==> src/rtl/nsa_pkg.sv <==
`default_nettype none
// ============================================================================
// Module   : nsa_pkg
// Brief    : Shared types and helpers for the nibble-serial adder sequencer.
// Revision : 1.0 - initial release
// ============================================================================
package nsa_pkg;

    localparam int NIBBLE_W = 4;

    typedef enum logic [1:0] {
        IDLE = 2'd0,
        RUN  = 2'd1,
        DONE = 2'd2
    } nsa_state_t;

    function automatic int nib_count(input int width);
        return width / NIBBLE_W;
    endfunction

endpackage
`default_nettype wire

==> src/rtl/nibble_serial_add_ctrl_rca.sv <==
`default_nettype none
// ============================================================================
// Module   : nibble_serial_add_ctrl_rca
// Brief    : 4-bit ripple-carry adder shared by every nibble cycle.
// Revision : 1.0 - initial release
// ============================================================================
module nibble_serial_add_ctrl_rca (
    input  logic [3:0] x,
    input  logic [3:0] y,
    input  logic       c_in,
    output logic [3:0] s,
    output logic       c_out
);

    logic [4:0] w_c;

    assign w_c[0] = c_in;

    for (genvar i = 0; i < 4; i++) begin : g_fa
        assign s[i]     = x[i] ^ y[i] ^ w_c[i];
        assign w_c[i+1] = (x[i] & y[i]) | (w_c[i] & (x[i] ^ y[i]));
    end

    assign c_out = w_c[4];

endmodule
`default_nettype wire

==> src/rtl/nibble_serial_add_ctrl.sv <==
`default_nettype none
// ============================================================================
// Module   : nibble_serial_add_ctrl
// Brief    : WIDTH-bit add sequenced LSB nibble first over one 4-bit RCA.
//            Optional macro NSA_SUB_EN adds a 'sub' port for a - b.
// Revision : 1.0 - initial release
// ============================================================================
module nibble_serial_add_ctrl
    import nsa_pkg::*;
#(
    parameter int WIDTH = 16
) (
    input  logic             clk,
    input  logic             rst_n,
    input  logic             start,
    input  logic [WIDTH-1:0] a,
    input  logic [WIDTH-1:0] b,
    input  logic             c_in,
`ifdef NSA_SUB_EN
    input  logic             sub,
`endif
    output logic             ready,
    output logic             busy,
    output logic             done,
    output logic [WIDTH-1:0] sum,
    output logic             c_out
);

    localparam int c_nibs  = nib_count(WIDTH);
    localparam int c_cnt_w = (c_nibs > 1) ? $clog2(c_nibs) : 1;
    localparam logic [c_cnt_w-1:0] c_last = c_cnt_w'(c_nibs - 1);

    if (((WIDTH % NIBBLE_W) != 0) || (WIDTH < 8)) begin : g_width_check
        $error("nibble_serial_add_ctrl: WIDTH must be a multiple of 4 and >= 8");
    end

    nsa_state_t         r_state;
    nsa_state_t         w_state_next;
    logic [WIDTH-1:0]   r_a_sh;
    logic [WIDTH-1:0]   r_b_sh;
    logic [WIDTH-1:0]   r_work;
    logic [WIDTH-1:0]   r_sum;
    logic               r_carry;
    logic               r_cout;
    logic [c_cnt_w-1:0] r_cnt;
    logic               w_accept;
    logic               w_last;
    logic               w_sub;
    logic               w_init_carry;
    logic [3:0]         w_y;
    logic [3:0]         w_s;
    logic               w_rca_cout;
    logic [WIDTH-1:0]   w_work_next;

`ifdef NSA_SUB_EN
    logic r_sub;

    assign w_sub        = r_sub;
    assign w_init_carry = sub ? 1'b1 : c_in;
`else
    assign w_sub        = 1'b0;
    assign w_init_carry = c_in;
`endif

    assign w_accept    = (r_state == IDLE) && start;
    assign w_last      = (r_cnt == c_last);
    // Subtraction is a + ~b + 1, so only the B nibble is inverted here.
    assign w_y         = r_b_sh[3:0] ^ {4{w_sub}};
    assign w_work_next = {w_s, r_work[WIDTH-1:NIBBLE_W]};

    nibble_serial_add_ctrl_rca u_rca (
        .x     (r_a_sh[3:0]),
        .y     (w_y),
        .c_in  (r_carry),
        .s     (w_s),
        .c_out (w_rca_cout)
    );

    always_ff @(posedge clk) begin
        if (!rst_n) begin
            r_state <= IDLE;
        end else begin
            r_state <= w_state_next;
        end
    end

    always_comb begin
        w_state_next = r_state;
        ready        = 1'b0;
        busy         = 1'b0;
        done         = 1'b0;
        case (r_state)
            IDLE: begin
                ready = 1'b1;
                if (start) w_state_next = RUN;
            end
            RUN: begin
                busy = 1'b1;
                if (w_last) w_state_next = DONE;
            end
            DONE: begin
                done         = 1'b1;
                w_state_next = IDLE;
            end
            default: w_state_next = IDLE;
        endcase
    end

    // Results go to a working register so sum never shows partial nibbles.
    always_ff @(posedge clk) begin
        if (!rst_n) begin
            r_a_sh  <= '0;
            r_b_sh  <= '0;
            r_work  <= '0;
            r_sum   <= '0;
            r_carry <= 1'b0;
            r_cout  <= 1'b0;
            r_cnt   <= '0;
`ifdef NSA_SUB_EN
            r_sub   <= 1'b0;
`endif
        end else if (w_accept) begin
            r_a_sh  <= a;
            r_b_sh  <= b;
            r_carry <= w_init_carry;
            r_cnt   <= '0;
`ifdef NSA_SUB_EN
            r_sub   <= sub;
`endif
        end else if (r_state == RUN) begin
            r_a_sh  <= {{NIBBLE_W{1'b0}}, r_a_sh[WIDTH-1:NIBBLE_W]};
            r_b_sh  <= {{NIBBLE_W{1'b0}}, r_b_sh[WIDTH-1:NIBBLE_W]};
            r_carry <= w_rca_cout;
            r_cnt   <= r_cnt + c_cnt_w'(1);
            r_work  <= w_work_next;
            if (w_last) begin
                r_sum  <= w_work_next;
                r_cout <= w_rca_cout;
            end
        end
    end

    assign sum   = r_sum;
    assign c_out = r_cout;

endmodule
`default_nettype wire
==> config.mk <==
export PLATFORM = sky130hd
export DESIGN_NAME = nibble_serial_add_ctrl
export DESIGN_NICKNAME = d
export VERILOG_FILES = /design/src/rtl/nsa_pkg.sv /design/src/rtl/nibble_serial_add_ctrl_rca.sv /design/src/rtl/nibble_serial_add_ctrl.sv
export SDC_FILE = /design/constraint.sdc
export NUM_CORES = 1
export LEC_CHECK = 0
export BUFFER_PORTS_ARGS = -buffer_cell sky130_fd_sc_hd__buf_2
export CAP_MARGIN = 10
export CORE_ASPECT_RATIO = 1.5
export CORE_MARGIN = 2
export CORE_UTILIZATION = 48
export DETAILED_ROUTE_END_ITERATION = 10
export GPL_TIMING_DRIVEN = 0
export PLACE_DENSITY_LB_ADDON = 0.2
export SLEW_MARGIN = 20
export SYNTH_ARGS = -nofsm -noshare
export SYNTH_HDL_FRONTEND = slang
export SYNTH_SLANG_ARGS = --single-unit
==> constraint.sdc <==
create_clock -name clk -period 1.91 [get_ports clk]
set_input_delay 0.191 -clock clk [delete_from_list [all_inputs] [get_ports clk]]
set_output_delay 0.191 -clock clk [all_outputs]
set_load 0.005 [all_outputs]
======== Yosys cells after proc, flatten, opt, wreduce, memory -nomap -nowiden ========
Index checks and enable logic that the tools add are counted.
cells by class
  mux-type cells .......................... 12
  $add $sub $neg .......................... 1
  equal/unequal tests ..................... 5
  reduce and logical (&&, ||, !) cells .... 7
  bitwise operators ....................... 22
operators with widths
  operator             number
  $mux 16              4
  $and 1x1->1          8
  $xor 1x1->1          8
  $mux 1               5
  $eq 2x2->1 const B   2
  $mux 2               2
  $ne 2x2->1 const B   2
  $or 1x1->1           4
  $pmux 2 s2           1
  $reduce_and 2->1     2
  $reduce_and 3->1     1
  $add 2x1->2 const B  1
  $eq 2x1->1 const B   1
  $logic_not 2->1      1
  $not 1->1            2
  $reduce_bool 2->1    1
  $reduce_or 2->1      1
  $logic_and 1x1->1    1
word-level totals
  register bits ........................... 70
  output and inout port bits .............. 20
  logic and storage cells ................. 55

======== Logic depth before layout (Yosys ltp) ========
Gate-level depths: netlist of run 1.
  word-level depth ........................ 11
  gate-level depth with buffers ........... 8

======== Modules after synthesis ========
A second synthesis of run 1 with hierarchy kept.
second synthesis, totals
  cells, all modules ...................... 339
  area total of the unflattened synthesis .. 2839.0 um2
by module, submodules not included
  module                      area each (um2)  times used  seq. area each (um2)  cells each
  nibble_serial_add_ctrl      2721.4           1           1321.3                325
  nibble_serial_add_ctrl_rca  117.6            1           0.0                   14

======== Worst setup path before layout of run 1 ========
Ideal clock, no wire load.
  path type ............................... reg-to-reg
  start point ............................. register r_a_sh[0]
  end point ............................... register r_work[15]
  required time ........................... 1824 ps
  path buffers ............................ 0
  setup slack ............................. -153 ps
  arrival time ............................ 1977 ps
  cell stages (with the launch flop) ...... 9
  cell sequence ........................... dfxtp_1 fa_1 inv_1 fa_1 inv_1 fa_1 inv_1 fa_1 a211oi_1
between the ends
  longest elaborated chain between the ends .. 8
ends and longest elaborated chain
  what                      RTL line                          RTL
  start: declaration        nibble_serial_add_ctrl.sv:39      logic [WIDTH-1:0] r_a_sh;
  start signal: assignment  nibble_serial_add_ctrl.sv:131     r_a_sh <= {{NIBBLE_W{1'b0}}, r_a_sh[WIDTH-1:NIBBLE_W]};
  $xor 1x1->1               nibble_serial_add_ctrl_rca.sv:21  assign w_c[i+1] = (x[i] & y[i]) | (w_c[i] & (x[i] ^ y[i]));
  $and 1x1->1               nibble_serial_add_ctrl_rca.sv:21
  $or 1x1->1 *              nibble_serial_add_ctrl_rca.sv:21
  $and 1x1->1 *             nibble_serial_add_ctrl_rca.sv:21
  $or 1x1->1 *              nibble_serial_add_ctrl_rca.sv:21
  $and 1x1->1 *             nibble_serial_add_ctrl_rca.sv:21
  $or 1x1->1 *              nibble_serial_add_ctrl_rca.sv:21
  $xor 1x1->1 *             nibble_serial_add_ctrl_rca.sv:20  assign s[i] = x[i] ^ y[i] ^ w_c[i];
  end signal: assignment    nibble_serial_add_ctrl.sv:135     r_work <= w_work_next;
  end: declaration          nibble_serial_add_ctrl.sv:41      logic [WIDTH-1:0] r_work;
Every way passes the cells marked *; elsewhere a longest branch is shown, timed or not.
A chain may end at the register's enable or synchronous reset.

======== Worst setup path in the final report of run 1 ========
  start point ............................. register r_carry
  end point ............................... register r_sum[15] (netlist: sum[15])
between the ends
  longest elaborated chain between the ends .. 7
ends and longest elaborated chain
  what                      RTL line                          RTL
  start: declaration        nibble_serial_add_ctrl.sv:43      logic r_carry;
  start signal: assignment  nibble_serial_add_ctrl.sv:125     r_carry <= w_init_carry;
  start signal: assignment  nibble_serial_add_ctrl.sv:133     r_carry <= w_rca_cout;
  $and 1x1->1               nibble_serial_add_ctrl_rca.sv:21
  $or 1x1->1                nibble_serial_add_ctrl_rca.sv:21
  $and 1x1->1               nibble_serial_add_ctrl_rca.sv:21
  $or 1x1->1                nibble_serial_add_ctrl_rca.sv:21
  $and 1x1->1               nibble_serial_add_ctrl_rca.sv:21
  $or 1x1->1                nibble_serial_add_ctrl_rca.sv:21
  $xor 1x1->1               nibble_serial_add_ctrl_rca.sv:20
  end signal: assignment    nibble_serial_add_ctrl.sv:137     r_sum <= w_work_next;
  end: declaration          nibble_serial_add_ctrl.sv:42      logic [WIDTH-1:0] r_sum;
Every way passes these cells.

==> summary.txt, run 1 <==
Status
  – Status: complete, but fails checks
  – Failing checks: setup timing

Job
  – MaxCap Viol Count: 0

Drt
  – Detailed-route via count: 2423
  – Routed len/inst: 13.8 um
  – DRC Markers: 0
  – Pre-Repair DR Iteration Count: 4
  – Routed vias/inst: 5.21
  – ANT nets after route: 0
  – Routed WL: 6410 um
  – 1st-iter DRT viols: 107

Placement
  – DP Wirelength: 4740 um
  – Routability congestion estimate: 0.807
  – Port Buffers: 54
  – Pre-CTS setup slack: -0.229 ns

Synth
  – Asr flop ratio synth: 0%
  – Netlist cell types: 30
  – Syn Nets: 366
  – Syn Std Cell Area: 2660 sq um
  – YS warnings: 0
  – Post-Syn Area per Cell: 8.19 sq um
  – Cells after synthesis: 325
  – Sequential share of the synthesized area: 49.6%
  – Seq cells post-synth: 66
  – Ys flop type: dfxtp_1
  – Post-synth EDFFs: 0

Cells and area
  – Multi-input logic area: 1200 sq um
  – Final core utilization: 60.2%
  – Commonest cells after routing, fill and taps aside: nand2_1, a21oi_1, buf_2
  – Fill count: 534
  – Area Overhead vs Synth: 22.3%
  – Most common library cell in the layout ignoring fill and taps: nand2_1
  – Sequential Area: 1330 sq um
  – Antenna diodes: 0
  – Share of cells above drive strength 1: 26.1%
  – # nets final: 431

Power
  – Peak VDD IR: 495 uV
  – Design Power: 3.07 mW
  – Leak: 1.29 nW
  – PD cells: 944 nW/um^2

Global route
  – Grt total ovfl: 0
  – First-pass GRT wire length: 10400 um
  – Total GRT Usage: 22.5%
  – Initial antenna violation count: 0
  – Pin count of the biggest net entering global routing: 12
  – Vias in the first global route: 2323

Timing
  – Final Setup Violations: 2
  – Hold Violations, Final: 0
  – Max frequency: 477 MHz
  – Worst-margin pin slew: 0.508 ns
  – Tmin final: 2.10 ns
  – Period utilization: 110%
  – Unrepaired setup endpoints after global routing: yes
  – PnR worst setup slack: -0.187 ns
  – Clock Skews: 0.00867 ns
  – Slew headroom: 66.1%
  – Max-slew violations: 0

Critical path
  – RR Endpoint: sum[15]
  – Startpoint Class: register
  – CP endpoint kind: register
  – Reg2Reg Depth: 8
  – Crit. Startpoint: r_carry
  – Arr. time, crit path: 2.36 ns
  – Critical path fanouts, max: 3
  – Crit path kind: reg -> reg
  – Worst r2r src: r_carry
  – Slack of the worst reg-to-reg path: -0.19 ns
  – Worst path required time: 2.17 ns

Clock network
  – H-tree depth: 3
  – Clock buffer count from CTS: 9
  – Clock Tree Buf Depth: 2
  – CTS Hold Bufs: 0
  – CTS root buffer: clkbuf_8
  – Worst-skew pair later-pin latency: 0.34 ns
  – CTS tree: yes
  – Clock sinks: 66
  – CTS clk-pin slew, worst paths: 0.07 ns

Worst hold path
  – Hold depth: 3
  – HP Class: in -> reg
  – Hold Startpoint: b[14]
  – Worst Hold Path EP: r_b_sh[14]

Die
  – Starting density of the core: 49.2%
  – Core area: 5410 sq um
  – FP Rows: 33
  – DIE AREA: 6170 sq um
  – Die Y: 95.2 um
  – I/O pin count: 56
  – Die Wd: 64.8 um
==> worst max-delay path, cell delays in order, from the launching register on <==
cell and delay (ns):
dfxtp_2 0.34, fa_2 0.38, inv_2 0.06, fa_2 0.17, inv_1 0.05, fa_2 0.33
inv_2 0.06, fa_2 0.45, a211oi_2 0.18
==> worst max path at each step <==
stage | to | slack, ns | depth (start not counted)
finish | sum[15] | -0.19 | 8
global route | sum[15] | -0.25 | 8
floorplan | r_work[15] | -0.13 | 8
detailed placement | sum[15] | -0.23 | 8
CTS | r_work[15] | -0.21 | 8
global placement | sum[15] | -0.19 | 8
==> cell type report <==
| type | instances | share of cell area [%] |
|---|---|---|
| multi-input combinational | 223 | 36.8 |
| inverter | 11 | 1.27 |
| tap | 70 | 2.69 |
| clock inverter | 4 | 1.54 |
| buffer | 25 | 3.96 |
| clock buffer | 12 | 4.77 |
| sequential | 66 | 40.7 |
| timing repair buffer | 54 | 8.30 |
==> cell families after synthesis <==
family	after synthesis	synth area share, %
compound gates	113	23.4
simple gates	104	16.8
flops	66	49.6
buf+inv	36	6.39
fa+ha+maj	5	3.48
xor+xnor	1	0.329
==> flip-flops by register name, summed over array words and instances (netlist names) <==
| register | flops |
|---|---|
| r_a_sh | 16 |
| r_carry | 1 |
| sum | 16 |
| r_b_sh | 16 |
| c_out | 1 |
| r_work | 12 |
| r_cnt | 2 |
| r_state | 2 |
==> Yosys cell counts (2+ instances only) <==
cell type / number / area [sq um]
o221ai_1: 8 / 70.1
buf_6: 2 / 22.5
a211oi_1: 5 / 37.5
or3b_2: 4 / 35.0
buf_1: 3 / 11.3
buf_2: 13 / 65.1
nand2_1: 76 / 285
o22ai_1: 5 / 31.3
nand3_1: 8 / 40.0
a21oi_1: 71 / 355
o21ai_0: 12 / 60.1
clkinv_1: 2 / 7.51
fa_1: 4 / 80.1
inv_1: 8 / 30.0
clkbuf_1: 6 / 22.5
nor2_1: 10 / 37.5
o21ai_1: 9 / 45.0
dfxtp_1: 66 / 1320
nand2b_1: 2 / 12.5
==> stage by stage <==
step / cells / TNS [ns] / cell area [sq um] / hold slack [ns]
final: 465 / -0.368 / 3260 / 0.0774
after CTS: 465 / -0.462 / 3240 / 0.0747
after global placement: 449 / -0.458 / 3030 / 0.433
after detailed placement: 449 / -0.584 / 3030 / 0.439
after global routing: 465 / -0.520 / 3260 / 0.0739
after floorplan: 325 / -0.263 / 2670 / 0.327
==> what timing repair did <==
| item | CTS | global route |
|---|---|---|
| pin swaps | 3 | 0 |
| buffers inserted | 0 | 0 |
| setup endpoints to repair | 4 | 4 |
| gates resized for setup | 2 | 3 |
==> metal layers <==
metal  up-vias  GRT usage [%]  share of wire (%)
met5         -              0                  0
met2        59           40.1                 51
met3        17           5.79                4.1
met1      1108           24.0                 41
met4         0           11.9                3.2
li1       1239              -                  -
==> power by group <==
part | switching (mW) | leakage, nW | internal (mW)
combinational | 0.210 | 0.651 | 0.152
clock | 0.529 | 0.0986 | 0.672
sequential | 0.0588 | 0.541 | 1.45
Note: power is estimated with default switching activity, not from simulation.
==> run 2: changes to the inputs <==
Settings changed: CAP_MARGIN 10 to 20, CELL_PAD_IN_SITES_DETAIL_PLACEMENT set to 0, CELL_PAD_IN_SITES_GLOBAL_PLACEMENT set to 1, CORE_UTILIZATION 48 to 39.
Clock period 1.91 ns to 2.32 ns, I/O delays scaled along.
==> run 2 against run 1 <==
Against the previous run: the run now ends clean; design area down 2.0%; via count down 0.91%; maximum frequency down 4.6%; core utilization down 12 points; combinational power down 21%; cell count up 1.3%; critical path depth unchanged; sequential power down 18%.
==> summary.txt, run 2 (synthesis gave the netlist of run 1 again) <==
Status
  – Status: finished clean

Worst hold path
  – Hold Startpoint: a[12]
  – Worst Hold Path EP: r_a_sh[12]
  – Hold depth: 3 (unchanged)
  – HP Class: in -> reg

Clock network
  – H-tree depth: 3 (unchanged)
  – Clock buffer count from CTS: 9 (unchanged)
  – CTS Hold Bufs: 0 (unchanged)
  – Clock sinks: 66 (unchanged)
  – Clock Tree Buf Depth: 2 (unchanged)
  – CTS root buffer: clkbuf_8
  – CTS clk-pin slew, worst paths: 0.07 ns (about the same)
  – Cells resized by post-CTS repair: 0 (-2)
  – Post-CTS setup buffer count: 0 (unchanged)
  – Worst-skew pair later-pin latency: 0.34 ns (about the same)
  – CTS tree: yes

Critical path
  – Worst path required time: 2.58 ns (+0.41 ns)
  – RR Endpoint: sum[15]
  – Arr. time, crit path: 2.46 ns (+0.10 ns)
  – Critical path fanouts, max: 3 (unchanged)
  – Slack of the worst reg-to-reg path: 0.12 ns (+0.31 ns)
  – Worst Path Buf+Inv: 3 (unchanged)
  – Reg2Reg Depth: 8 (unchanged)
  – Slowest CP cell: fa_1
  – CP max stage delay: 0.43 ns (-0.02 ns)
  – Startpoint Class: register
  – Worst r2r src: r_a_sh[0]
  – Most common cell on crit path: fa_1
  – CP endpoint kind: register
  – Crit path kind: reg -> reg
  – Cell chain of the critical path: fa_1, inv_1, fa_1, inv_1, fa_1, inv_1, fa_1, a211oi_1
  – Worst path top cell family by delay: adder cells

Cells and area
  – Commonest cells after routing, fill and taps aside: nand2_1, a21oi_1, buf_2
  – Finished Layout Cells: 471 (+1.3%)
  – Final core utilization: 48.5% (-12 points)
  – Area Overhead vs Synth: 19.8%
  – Most common library cell in the layout ignoring fill and taps: nand2_1
  – # nets final: 431 (unchanged)
  – Fill count: 694 (+30%)
  – Antenna diodes: 0 (unchanged)
  – Share of cells above drive strength 1: 23.0% (-3.0 points)

Drt
  – Detailed-route via count: 2401 (-0.91%)
  – Routed vias/inst: 5.10 (-2.2%)
  – ANT nets after route: 0 (unchanged)
  – Routed len/inst: 14.1 um (+2.1%)
  – DRC Markers: 0 (unchanged)
  – Pre-Repair DR Iteration Count: 4 (unchanged)
  – 1st-iter DRT viols: 58 (-46%)
  – Routed WL: 6630 um (+3.4%)

Global route
  – Vias in the first global route: 2337 (+0.60%)
  – Grt total ovfl: 0 (unchanged)
  – Total GRT Usage: 19.0% (-3.4 points)
  – Pin count of the biggest net entering global routing: 12 (unchanged)
  – Initial antenna violation count: 0 (unchanged)
  – First-pass GRT wire length: 11100 um (+5.9%)

Placement
  – DP Wirelength: 4960 um (+4.5%)
  – Routability congestion estimate: 0.751 (-6.9%)
  – Placed cell count: 455 (+1.3%)
  – Pre-CTS setup slack: 0.122 ns (+0.351 ns)
  – Port Buffers: 54 (unchanged)

Die
  – DIE AREA: 7520 sq um (+22%)
  – Starting density of the core: 40.5% (-8.7 points)
  – Core area: 6580 sq um (+22%)
  – Die Wd: 71.5 um (+10%)
  – Die Y: 105 um (+10%)
  – I/O pin count: 56 (unchanged)
  – FP Rows: 36 (+9.1%)

Timing
  – Tmin final: 2.20 ns (+0.101 ns)
  – Clock Skews: 0.00630 ns (-0.00237 ns)
  – Final Setup Violations: 0 (-2)
  – Max frequency: 455 MHz (-4.6%)
  – Period utilization: 94.7% (-15 points)
  – Setup tns final: 0 ns (+0.368 ns)
  – Unrepaired setup endpoints after global routing: no
  – Worst-margin pin slew: 0.540 ns (+0.0317 ns)
  – Slew headroom: 64.0% (-2.1 points)
  – PnR worst setup slack: 0.122 ns (+0.309 ns)
  – Hold Violations, Final: 0 (unchanged)
  – Max-slew violations: 0 (unchanged)

Power
  – Peak VDD IR: 307 uV (-38%)
  – PD cells: 733 nW/um^2 (-22%)
  – Design Power: 2.34 mW (-24%)
  – Leak: 1.28 nW (-0.78%)

Job
  – MaxCap Viol Count: 0 (unchanged)
run 2: per-stage QoR:
step / instance area (sq um) / hold WS [ns]
3_3_place_gp: 3030 / 0.440
5_1_grt: 3190 / 0.120
3_5_place_dp: 3030 / 0.444
6_report: 3190 / 0.124
2_1_floorplan: 2660 / 0.368
4_1_cts: 3190 / 0.117
run 2: tightest hold or removal path: stages:
cell and delay (ns):
buf_2 0.10, nand2_1 0.04, a21oi_1 0.05
run 2: worst max-delay path by stage:
stage	from	endpoint	slack, ns	cells past startpoint
global route	r_a_sh[0]	r_work[15]	0.002	8
global placement	r_a_sh[0]	sum[15]	0.17	8
CTS	r_a_sh[0]	r_work[15]	0.10	8
floorplan	r_a_sh[0]	r_work[15]	0.26	8
detailed placement	r_a_sh[0]	sum[15]	0.12	8
finish	r_a_sh[0]	sum[15]	0.12	8
run 2: cell type report:
type	count	area (sq um)	share of cell area, %
Multi-Input combinational cell	223	1170	36.7
Inverter	11	41.3	1.29
Buffer	25	129	4.04
Sequential cell	66	1320	41.4
Clock inverter	6	33.8	1.06
Timing Repair Buffer	54	270	8.47
Clock buffer	10	128	4.00
Tap cell	76	95.1	2.98
run 2: routing by layer:
layer | vias up | wire length [um] | GRT usage (%)
li1 | 1248 | - | -
met3 | 11 | 279 | 3.86
met5 | - | 0 | 0
met4 | 0 | 152 | 8.49
met1 | 1082 | 2820 | 21.4
met2 | 60 | 3370 | 33.7
run 2: where the power goes:
part	switching [mW]	leakage [nW]	internal (mW)
Combinational	0.167	0.651	0.118
Clock	0.431	0.0896	0.380
Sequential	0.0471	0.540	1.20
==> run 3: changes to the inputs <==
Settings changed: CELL_PAD_IN_SITES_DETAIL_PLACEMENT 0 to not set, CELL_PAD_IN_SITES_GLOBAL_PLACEMENT 1 to not set, CORE_UTILIZATION 39 to 53.
==> run 3 against run 2 <==
Against the previous run: wire length is 6.3% lower; die area is 25% lower; worst setup slack better by 0.012 ns; worst hold slack better by 0.0069 ns; clock-buffer cell count is 4 higher; clock skew hardly changed.
==> summary.txt, run 3 (synthesis gave the netlist of run 1 again) <==
Status
  – Status: finished clean

Drt
  – Routed vias/inst: 5.38 (+5.5%)
  – 1st-iter DRT viols: 113 (+95%)
  – Routed WL: 6210 um (-6.3%)
  – ANT nets after route: 0 (unchanged)
  – Pre-Repair DR Iteration Count: 4 (unchanged)
  – Detailed-route via count: 2473 (+3.0%)
  – DRC Markers: 0 (unchanged)
  – Routed len/inst: 13.5 um (-4.0%)

Critical path
  – Crit path kind: reg -> reg
  – RR Endpoint: r_work[15]
  – Reg2Reg Depth: 8 (unchanged)
  – Cell chain of the critical path: fa_1, inv_1, fa_1, inv_1, fa_1, inv_1, fa_1, a211oi_1
  – Arr. time, crit path: 2.44 ns (-0.02 ns)
  – Crit. Startpoint: r_a_sh[0]
  – CP max stage delay: 0.42 ns (about the same)
  – CP endpoint: r_work[15]
  – Slowest CP cell: fa_1
  – Startpoint Class: register
  – Worst r2r src: r_a_sh[0]
  – Slack of the worst reg-to-reg path: 0.13 ns (about the same)
  – Most common cell on crit path: fa_1
  – CP endpoint kind: register
  – Worst path required time: 2.57 ns (about the same)
  – Critical path fanouts, max: 3 (unchanged)

Timing
  – Final Setup Violations: 0 (unchanged)
  – Max frequency: 458 MHz (+0.56%)
  – Hold Violations, Final: 0 (unchanged)
  – Slew headroom: 64.8% (+0.76 points)
  – Worst-margin pin slew: 0.528 ns (-0.0114 ns)
  – Setup tns final: 0 ns (unchanged)
  – Max-slew violations: 0 (unchanged)
  – Clock Skews: 0.00582 ns (-0.000478 ns)
  – Tmin final: 2.19 ns (-0.0123 ns)
  – Period utilization: 94.2% (-0.53 points)
  – Unrepaired setup endpoints after global routing: no

Cells and area
  – Share of cells above drive strength 1: 23.1% (+0.058 points)
  – Area Overhead vs Synth: 21.6%
  – Antenna diodes: 0 (unchanged)
  – Fill count: 480 (-31%)
  – Commonest cells after routing, fill and taps aside: nand2_1, a21oi_1, buf_2
  – # nets final: 431 (unchanged)
  – Most common library cell in the layout ignoring fill and taps: nand2_1

Clock network
  – CTS clk-pin slew, worst paths: 0.07 ns (about the same)
  – Clock Tree Buf Depth: 2 (unchanged)
  – CTS root buffer: clkbuf_8
  – CTS tree: yes
  – Clock sinks: 66 (unchanged)
  – Post-CTS setup buffer count: 0 (unchanged)
  – Worst-skew pair later-pin latency: 0.34 ns (about the same)
  – CTS Hold Bufs: 0 (unchanged)
  – Cells resized by post-CTS repair: 0 (unchanged)
  – H-tree depth: 3 (unchanged)
  – Clock buffer count from CTS: 9 (unchanged)

Placement
  – Routability congestion estimate: 0.891 (+19%)
  – DP Wirelength: 4600 um (-7.2%)
  – Port Buffers: 54 (unchanged)

Die
  – Die Y: 90.8 um (-14%)
  – I/O pin count: 56 (unchanged)
  – FP Rows: 31 (-14%)
  – DIE AREA: 5620 sq um (-25%)
  – Core area: 4850 sq um (-26%)
  – Die Wd: 61.9 um (-13%)
  – Starting density of the core: 54.9% (+14 points)

Global route
  – Pin count of the biggest net entering global routing: 11 (-1)
  – Vias in the first global route: 2359 (+0.94%)
  – Grt total ovfl: 0 (unchanged)
  – Total GRT Usage: 24.2% (+5.1 points)
  – First-pass GRT wire length: 10100 um (-8.5%)
  – Initial antenna violation count: 0 (unchanged)

Power
  – Combinational group share of total power: 11.1% (-1.1 points)
  – Flop pwr share: 48.3% (-4.8 points)
  – Leak: 1.31 nW (+2.0%)
  – Switching Fraction: 24.0% (-3.6 points)
  – Peak VDD IR: 530 uV (+73%)
  – Sw power: 617 uW (-4.3%)
  – PD cells: 793 nW/um^2 (+8.2%)
  – Internal Dissipation: 1.95 mW (+15%)
  – Design Power: 2.57 mW (+9.9%)
  – Power share of the clock group: 40.6% (+5.9 points)

Worst hold path
  – HP Class: in -> reg

Job
  – MaxCap Viol Count: 0 (unchanged)
==> run 3: cell types whose count changed in the layout (fill, tap and decap cells not counted), sizes merged <==
| cell | change |
|---|---|
| clkbuf | +4 |
| bufinv | +1 |
| clkinv | -6 |
==> run 3: metrics by stage <==
step | area [sq um] | util, % | hold slack (ns) | cells | setup WS [ns]
5_1_grt | 3240 | 66.8 | 0.138 | 460 | 0.00561
3_5_place_dp | 3020 | 62.2 | 0.443 | 445 | 0.144
6_report | 3240 | 66.8 | 0.131 | 460 | 0.135
4_1_cts | 3240 | 66.8 | 0.126 | 460 | 0.131
2_1_floorplan | 2660 | - | 0.368 | 325 | 0.257
3_3_place_gp | 3020 | 62.2 | 0.437 | 445 | 0.177
==> run 3: worst min path at each step <==
stage	from	endpoint	slack (ns)	cells after the start
2_1_floorplan	a[12]	r_a_sh[12]	0.37	2
3_3_place_gp	r_b_sh[11]	r_b_sh[7]	0.44	2
3_5_place_dp	r_b_sh[11]	r_b_sh[7]	0.44	2
4_1_cts	a[12]	r_a_sh[12]	0.13	3
5_1_grt	a[15]	r_a_sh[15]	0.14	3
6_report	a[14]	r_a_sh[14]	0.13	3
==> run 3: area by class of cell <==
class	instances	area, sq um	share of cell area [%]
Inverter	11	41.3	1.28
Timing Repair Buffer	54	270	8.35
Sequential cell	66	1320	40.8
Buffer	25	129	3.98
Multi-Input combinational cell	223	1170	36.2
Tap cell	66	82.6	2.55
Clock buffer	14	193	5.95
Clock inverter	1	30.0	0.927
==> run 3: routing by layer <==
| layer | global-route usage [%] | routed length (um) | vias up |
|---|---|---|---|
| met4 | 12.8 | 199 | 0 |
| met1 | 26.2 | 2480 | 1142 |
| met2 | 40.3 | 3220 | 76 |
| met5 | 0 | 0 | - |
| li1 | - | - | 1237 |
| met3 | 7.02 | 308 | 18 |
==> run 3: power by group through the flow <==
stage	sequential, mW	combinational [mW]	clock [mW]
after floorplan	1.25	0.196	0
after global placement	1.26	0.279	0
after detailed placement	1.27	0.283	0
after CTS	1.24	0.285	1.05
after global routing	1.25	0.321	1.10
final	1.24	0.285	1.04
==> run 3: worst max-delay path: cells and delay by family, from the launching register on <==
family	cells	cell delay [ns]
fa+ha+maj	4	1.35
flops	1	0.34
buf+inv	3	0.21
compound gates	1	0.20
